## config.mk

```make
export PLATFORM = sky130hd
export DESIGN_NAME = mem_port_arbiter
export DESIGN_NICKNAME = d
export VERILOG_FILES = /design/src/rtl/mem_port_arbiter.sv
export SDC_FILE = /design/constraint.sdc
export NUM_CORES = 2
export LEC_CHECK = 0
export ABC_CLOCK_PERIOD_IN_PS = 2270
export BUFFER_PORTS_ARGS = -buffer_cell sky130_fd_sc_hd__buf_4
export CORE_AREA = 4 4 646 648
export CTS_CLUSTER_DIAMETER = 150
export CTS_CLUSTER_SIZE = 20
export DETAILED_ROUTE_END_ITERATION = 12
export DIE_AREA = 0 0 650 652
export GPL_ROUTABILITY_DRIVEN = 0
export PLACE_DENSITY_LB_ADDON = 0.05
export SETUP_SLACK_MARGIN = 0.5
export SLEW_MARGIN = 20
export SYNTH_ARGS = -nofsm -noshare
export SYNTH_HDL_FRONTEND = slang
export SYNTH_SLANG_ARGS = --single-unit
```

## constraint.sdc

```tcl
create_clock -name clk -period 2.27 [get_ports clk]
set_input_delay 0.454 -clock clk [delete_from_list [all_inputs] [get_ports clk]]
set_output_delay 0.454 -clock clk [all_outputs]
set_load 0.01 [all_outputs]
```

## src/rtl/mem_port_arbiter.sv

```systemverilog
// Arbiter sharing one 256-bit burst memory port among dcache, icache and prefetcher.
// Optional grant/busy performance counters are enabled by defining MEM_ARB_PERF_CNT_EN.
module mem_port_arbiter #(
  parameter int unsigned STARVE_LIMIT = 8,
  parameter int unsigned AGE_W        = 8
) (
  input  logic          clk,
  input  logic          rst,
  input  logic [31:0]   dc_addr,
  input  logic [31:0]   ic_addr,
  input  logic [31:0]   pf_addr,
  input  logic          dc_read,
  input  logic          dc_write,
  input  logic          ic_read,
  input  logic          pf_read,
  input  logic [255:0]  dc_wdata,
  output logic [255:0]  dc_rdata,
  output logic [255:0]  ic_rdata,
  output logic [255:0]  pf_rdata,
  output logic          dc_resp,
  output logic          ic_resp,
  output logic          pf_resp,
  output logic [31:0]   dfp_addr,
  output logic          dfp_read,
  output logic          dfp_write,
  output logic [255:0]  dfp_wdata,
  input  logic [255:0]  dfp_rdata,
  input  logic          dfp_resp
`ifdef MEM_ARB_PERF_CNT_EN
  ,
  output logic [31:0]   perf_dc_grants,
  output logic [31:0]   perf_ic_grants,
  output logic [31:0]   perf_pf_grants,
  output logic [31:0]   perf_busy_cycles
`endif
);

  typedef enum logic {IDLE, BUSY} state_e;
  typedef enum logic [1:0] {GNT_DC = 2'd0, GNT_IC = 2'd1, GNT_PF = 2'd2} gnt_e;

  state_e           state_q;
  gnt_e             gnt_q;
  gnt_e             win;
  logic [31:0]      addr_q, addr_d;
  logic             read_q, read_d;
  logic             write_q, write_d;
  logic [255:0]     wdata_q, wdata_d;
  logic [AGE_W-1:0] ic_age_q, ic_age_d;
  logic [AGE_W-1:0] pf_age_q, pf_age_d;
  logic [255:0]     dc_rdata_q, ic_rdata_q, pf_rdata_q;
  logic             dc_req, any_req, ic_starved, pf_starved, resp_hit;

  always_comb begin
    dc_req     = dc_read | dc_write;
    any_req    = dc_req | ic_read | pf_read;
    ic_starved = 32'(ic_age_q) >= STARVE_LIMIT;
    pf_starved = 32'(pf_age_q) >= STARVE_LIMIT;

    win = GNT_PF;
    if (ic_read && ic_starved)      win = GNT_IC;
    else if (pf_read && pf_starved) win = GNT_PF;
    else if (dc_req)                win = GNT_DC;
    else if (ic_read)               win = GNT_IC;

    // A simultaneous dcache read+write is served as the write; the held read is re-arbitrated later.
    addr_d  = pf_addr;
    write_d = 1'b0;
    wdata_d = '0;
    case (win)
      GNT_DC: begin
        addr_d  = dc_addr;
        write_d = dc_write;
        wdata_d = dc_write ? dc_wdata : '0;
      end
      GNT_IC:  addr_d = ic_addr;
      default: addr_d = pf_addr;
    endcase
    read_d = ~write_d;

    ic_age_d = ic_age_q;
    pf_age_d = pf_age_q;
    if (state_q == IDLE) begin
      if (!ic_read || win == GNT_IC) ic_age_d = '0;
      else if (ic_age_q != '1)       ic_age_d = ic_age_q + AGE_W'(1);
      if (!pf_read || win == GNT_PF) pf_age_d = '0;
      else if (pf_age_q != '1)       pf_age_d = pf_age_q + AGE_W'(1);
    end
  end

  always_ff @(posedge clk or negedge rst) begin
    if (!rst) begin
      state_q    <= IDLE;
      gnt_q      <= GNT_DC;
      addr_q     <= '0;
      read_q     <= 1'b0;
      write_q    <= 1'b0;
      wdata_q    <= '0;
      ic_age_q   <= '0;
      pf_age_q   <= '0;
      dc_rdata_q <= '0;
      ic_rdata_q <= '0;
      pf_rdata_q <= '0;
    end else begin
      ic_age_q <= ic_age_d;
      pf_age_q <= pf_age_d;
      case (state_q)
        IDLE: begin
          if (any_req) begin
            state_q <= BUSY;
            gnt_q   <= win;
            addr_q  <= addr_d;
            read_q  <= read_d;
            write_q <= write_d;
            wdata_q <= wdata_d;
          end
        end
        BUSY: begin
          if (dfp_resp) begin
            state_q <= IDLE;
            read_q  <= 1'b0;
            write_q <= 1'b0;
            case (gnt_q)
              GNT_DC:  dc_rdata_q <= dfp_rdata;
              GNT_IC:  ic_rdata_q <= dfp_rdata;
              default: pf_rdata_q <= dfp_rdata;
            endcase
          end
        end
        default: state_q <= IDLE;
      endcase
    end
  end

`ifdef MEM_ARB_PERF_CNT_EN
  logic [31:0] perf_dc_q, perf_ic_q, perf_pf_q, perf_busy_q;

  always_ff @(posedge clk or negedge rst) begin
    if (!rst) begin
      perf_dc_q   <= '0;
      perf_ic_q   <= '0;
      perf_pf_q   <= '0;
      perf_busy_q <= '0;
    end else begin
      if (state_q == BUSY) perf_busy_q <= perf_busy_q + 32'd1;
      if (state_q == IDLE && any_req) begin
        case (win)
          GNT_DC:  perf_dc_q <= perf_dc_q + 32'd1;
          GNT_IC:  perf_ic_q <= perf_ic_q + 32'd1;
          default: perf_pf_q <= perf_pf_q + 32'd1;
        endcase
      end
    end
  end

  assign perf_dc_grants   = perf_dc_q;
  assign perf_ic_grants   = perf_ic_q;
  assign perf_pf_grants   = perf_pf_q;
  assign perf_busy_cycles = perf_busy_q;
`endif

  assign resp_hit  = (state_q == BUSY) && dfp_resp;
  assign dc_resp   = resp_hit && (gnt_q == GNT_DC);
  assign ic_resp   = resp_hit && (gnt_q == GNT_IC);
  assign pf_resp   = resp_hit && (gnt_q == GNT_PF);
  assign dc_rdata  = dc_resp ? dfp_rdata : dc_rdata_q;
  assign ic_rdata  = ic_resp ? dfp_rdata : ic_rdata_q;
  assign pf_rdata  = pf_resp ? dfp_rdata : pf_rdata_q;
  assign dfp_addr  = addr_q;
  assign dfp_read  = read_q;
  assign dfp_write = write_q;
  assign dfp_wdata = wdata_q;

endmodule

```

==> metrics <==
status=finished with violations; failing checks=negative setup slack; slew margin rel.=0.460; predominant post-synthesis flop cell=dfrtp_1; Total Power=82000 uW; CP arrival=roughly 2.8 ns; Die ar.=424000 um2; top cells by count, synth=dfrtp_1, mux2_2, a22o_1; final WL=~340000 um; Pwr per Cell Area=1080 nW/um2; DP HPWL=251000 um; Port-buffer cells=between 1500 and 2000; area delta synth->final=75.9%; Max Slew Vio Count=0; core area=412000 um2; mapped cell area=43200 um2; CTS tree=built; syn_area_per_cell=roughly 16 um2; Root Driver=clkbuf_16; largest net degree at the start of global routing=75; HP Class=in2reg; CTS clk-pin slew, worst paths=0.10 ns; cell count after synthesis=2784; min Tclk post-route=between 3 and 4 ns; worst-margin pin slew=0.809 ns; cts hold-fix bufs=597; syn_nets=3403; WL per Instance=31.5 um; EDFF count, synth=0; Max FO, Critical Path=13; critical path type=reg2out; Crit. End Element=output port; setup violators final=794; Clock Skew=0.0517 ns; H-tree levels=3; fmax=311 MHz; vias in the first global route=38100; first-pass GRT wire length=427000 um; FILL cells=45200; initial antenna violation count=86; DR pass1 iterations=8; layout cells sized above 1=0.590; Final Worst Setup Slack=-0.945 ns; Critical Path RT=1.82 ns; site row count=236; CTS Sinks=between 1000 and 1500; register area share after synthesis=0.623; count leader, synth=dfrtp_1; Area contributors post-synth=dfrtp_1, mux2_2, a22o_1; Nets=5856; clk_lat worst skew=0.81 ns; synth warn=0; Async SR Flop Fraction=1.00; Post-DRT Antenna Nets=0; Lkg Pwr=0.0342 uW; Congestion Overflow GR=0; post-route cell area=76100 um2; post-synth cell types=51; vias per cell=about 3.3; Die X=650 um; max_cap viols=0; post-synth top area share=0.623; Tcrit/Tclk final=1.42; placed instance area=65000 um2; Seq cells post-synth=1077; worst vdd ir=0.524 mV; TNS Setup=-630.02 ns; Residual DRC=0; DRT iter0 DRCs=1796; Initial Utilization=0.105; DR vias=35400; Reg2Reg Setup Slack=-0.08 ns; Final Hold Fails=0; Ports=1676; GRT Util Overall=0.151; clock tree buffer depth=4; RSZ-0062 raised after global routing=true; TritonCTS buffer count=72; Chip Height=652 um; Worst Setup Start Kind=flip-flop; largest area contributor in the netlist=dfrtp_1
worst max-delay path, cell delays in order (launching register included):
cell and delay, ns:
dfrtp_2 0.49, nor3b_4 0.23, buf_8 0.16, buf_12 0.11, buf_16 0.16, clkbuf_16 0.24
mux2_2 0.36, buf_4 0.15
area by class of cell:
cell class / instances / area, um2 / area share
Sequential cell: 1077 / 27000 / 0.354
Clock buffer: 78 / 1850 / 0.0243
Clock inverter: 14 / 213 / 0.00280
Inverter: 71 / 267 / 0.00350
Antenna cell: 20 / 50.0 / 0.000658
Multi-Input combinational cell: 1449 / 16500 / 0.217
Timing Repair Buffer: 2566 / 23400 / 0.308
Tap cell: 5474 / 6850 / 0.0901
per-layer routing:
| layer | global-route usage | part of all wire | vias up |
|---|---|---|---|
| li1 | - | - | 15100 |
| met1 | 0.184 | 0.42 | 18900 |
| met2 | 0.263 | 0.49 | 1212 |
| met3 | 0.0473 | 0.071 | 232 |
| met4 | 0.0255 | 0.019 | 14 |
| met5 | 0 | 0.00027 | - |
state kept, by name, summed over array words and instances, names as in the netlist:
register and count:
state_q 1, dfp_addr 32, pf_rdata_q 256, dfp_write 1
ic_age_q 8, dc_rdata_q 256, dfp_read 1, gnt_q 2
ic_rdata_q 256, dfp_wdata 256, pf_age_q 8
through the flow:
step	utilization	std cells	setup WS, ns	hold slack (ns)
global placement	0.158	9968	-0.356	0.479
detailed placement	0.158	9968	-0.338	0.478
global route	0.185	10700	-1.11	-0.0118
CTS	0.179	10700	-1.11	-0.0351
floorplan	-	2784	0.269	0.158
finish	0.185	10700	-0.945	0.0619
repair_timing:
| item | CTS | global route |
|---|---|---|
| setup endpoints to repair | 2088 | 2079 |
| cloned | 4 | 24 |
| buffers inserted | 8 | 36 |
| resized for setup | 116 | 373 |
| hold endpoints to repair | 1201 | 1 |
| pin swaps | 1 | 3 |
cell families (layout without fill, tap and decap cells):
family | after synthesis | count (layout) | share of synthesized area
flip-flops | 1077 | 1077 | 0.623
multiplexers | 1057 | 1057 | 0.274
AO/OA/AOI/OAI | 329 | 329 | 0.0659
buffers and inverters | 258 | 2729 | 0.0275
AND/OR/NAND/NOR | 58 | 58 | 0.00750
adder cells (fa/ha/maj) | 4 | 4 | 0.00116
XOR/XNOR | 1 | 1 | 0.000203
other | 0 | 20 | 0
layout by cell type, fill, tap and decap left out, types with 3 or more instances in the layout:
master	n
inv_1	71
and3_1	3
mux2_4	351
nor3_1	5
inv_8	3
nor2_1	16
mux2_2	673
buf_16	23
dfrtp_2	3
a222oi_1	31
dlygate4sd3_1	597
clkbuf_16	95
clkbuf_1	5
nand2_1	10
o21ai_0	5
ha_1	4
clkinv_8	3
buf_12	71
buf_8	15
a22o_1	256
diode_2	20
mux2i_1	33
dfrtp_1	1074
buf_6	213
nand4_1	5
a21oi_1	6
buf_4	1625
a31oi_1	6
report_power, final:
part | switching (uW) | internal (uW) | total (uW)
sequential | 2450 | 25700 | 28100
clock | 8610 | 6210 | 14800
combinational | 19300 | 19800 | 39000
worst paths after layout:
check	start	endpoint	cells past startpoint
setup / recovery	gnt_q[1]$_DFFE_PN0P_	ic_rdata[184]	7
hold / removal	dfp_rdata[255]	dc_rdata_q[255]$_DFFE_PN0P_	2
setup reg to reg	state_q$_DFF_PN0_	pf_rdata_q[252]$_DFFE_PN0P_	5
hold reg to reg	ic_rdata_q[4]$_DFFE_PN0P_	ic_rdata_q[4]$_DFFE_PN0P_	1
max in group asynchronous	rst	ic_rdata_q[157]$_DFFE_PN0P_	4
min in group asynchronous	rst	dc_rdata_q[22]$_DFFE_PN0P_	2
No activity file was read; power rests on OpenSTA's default activity.
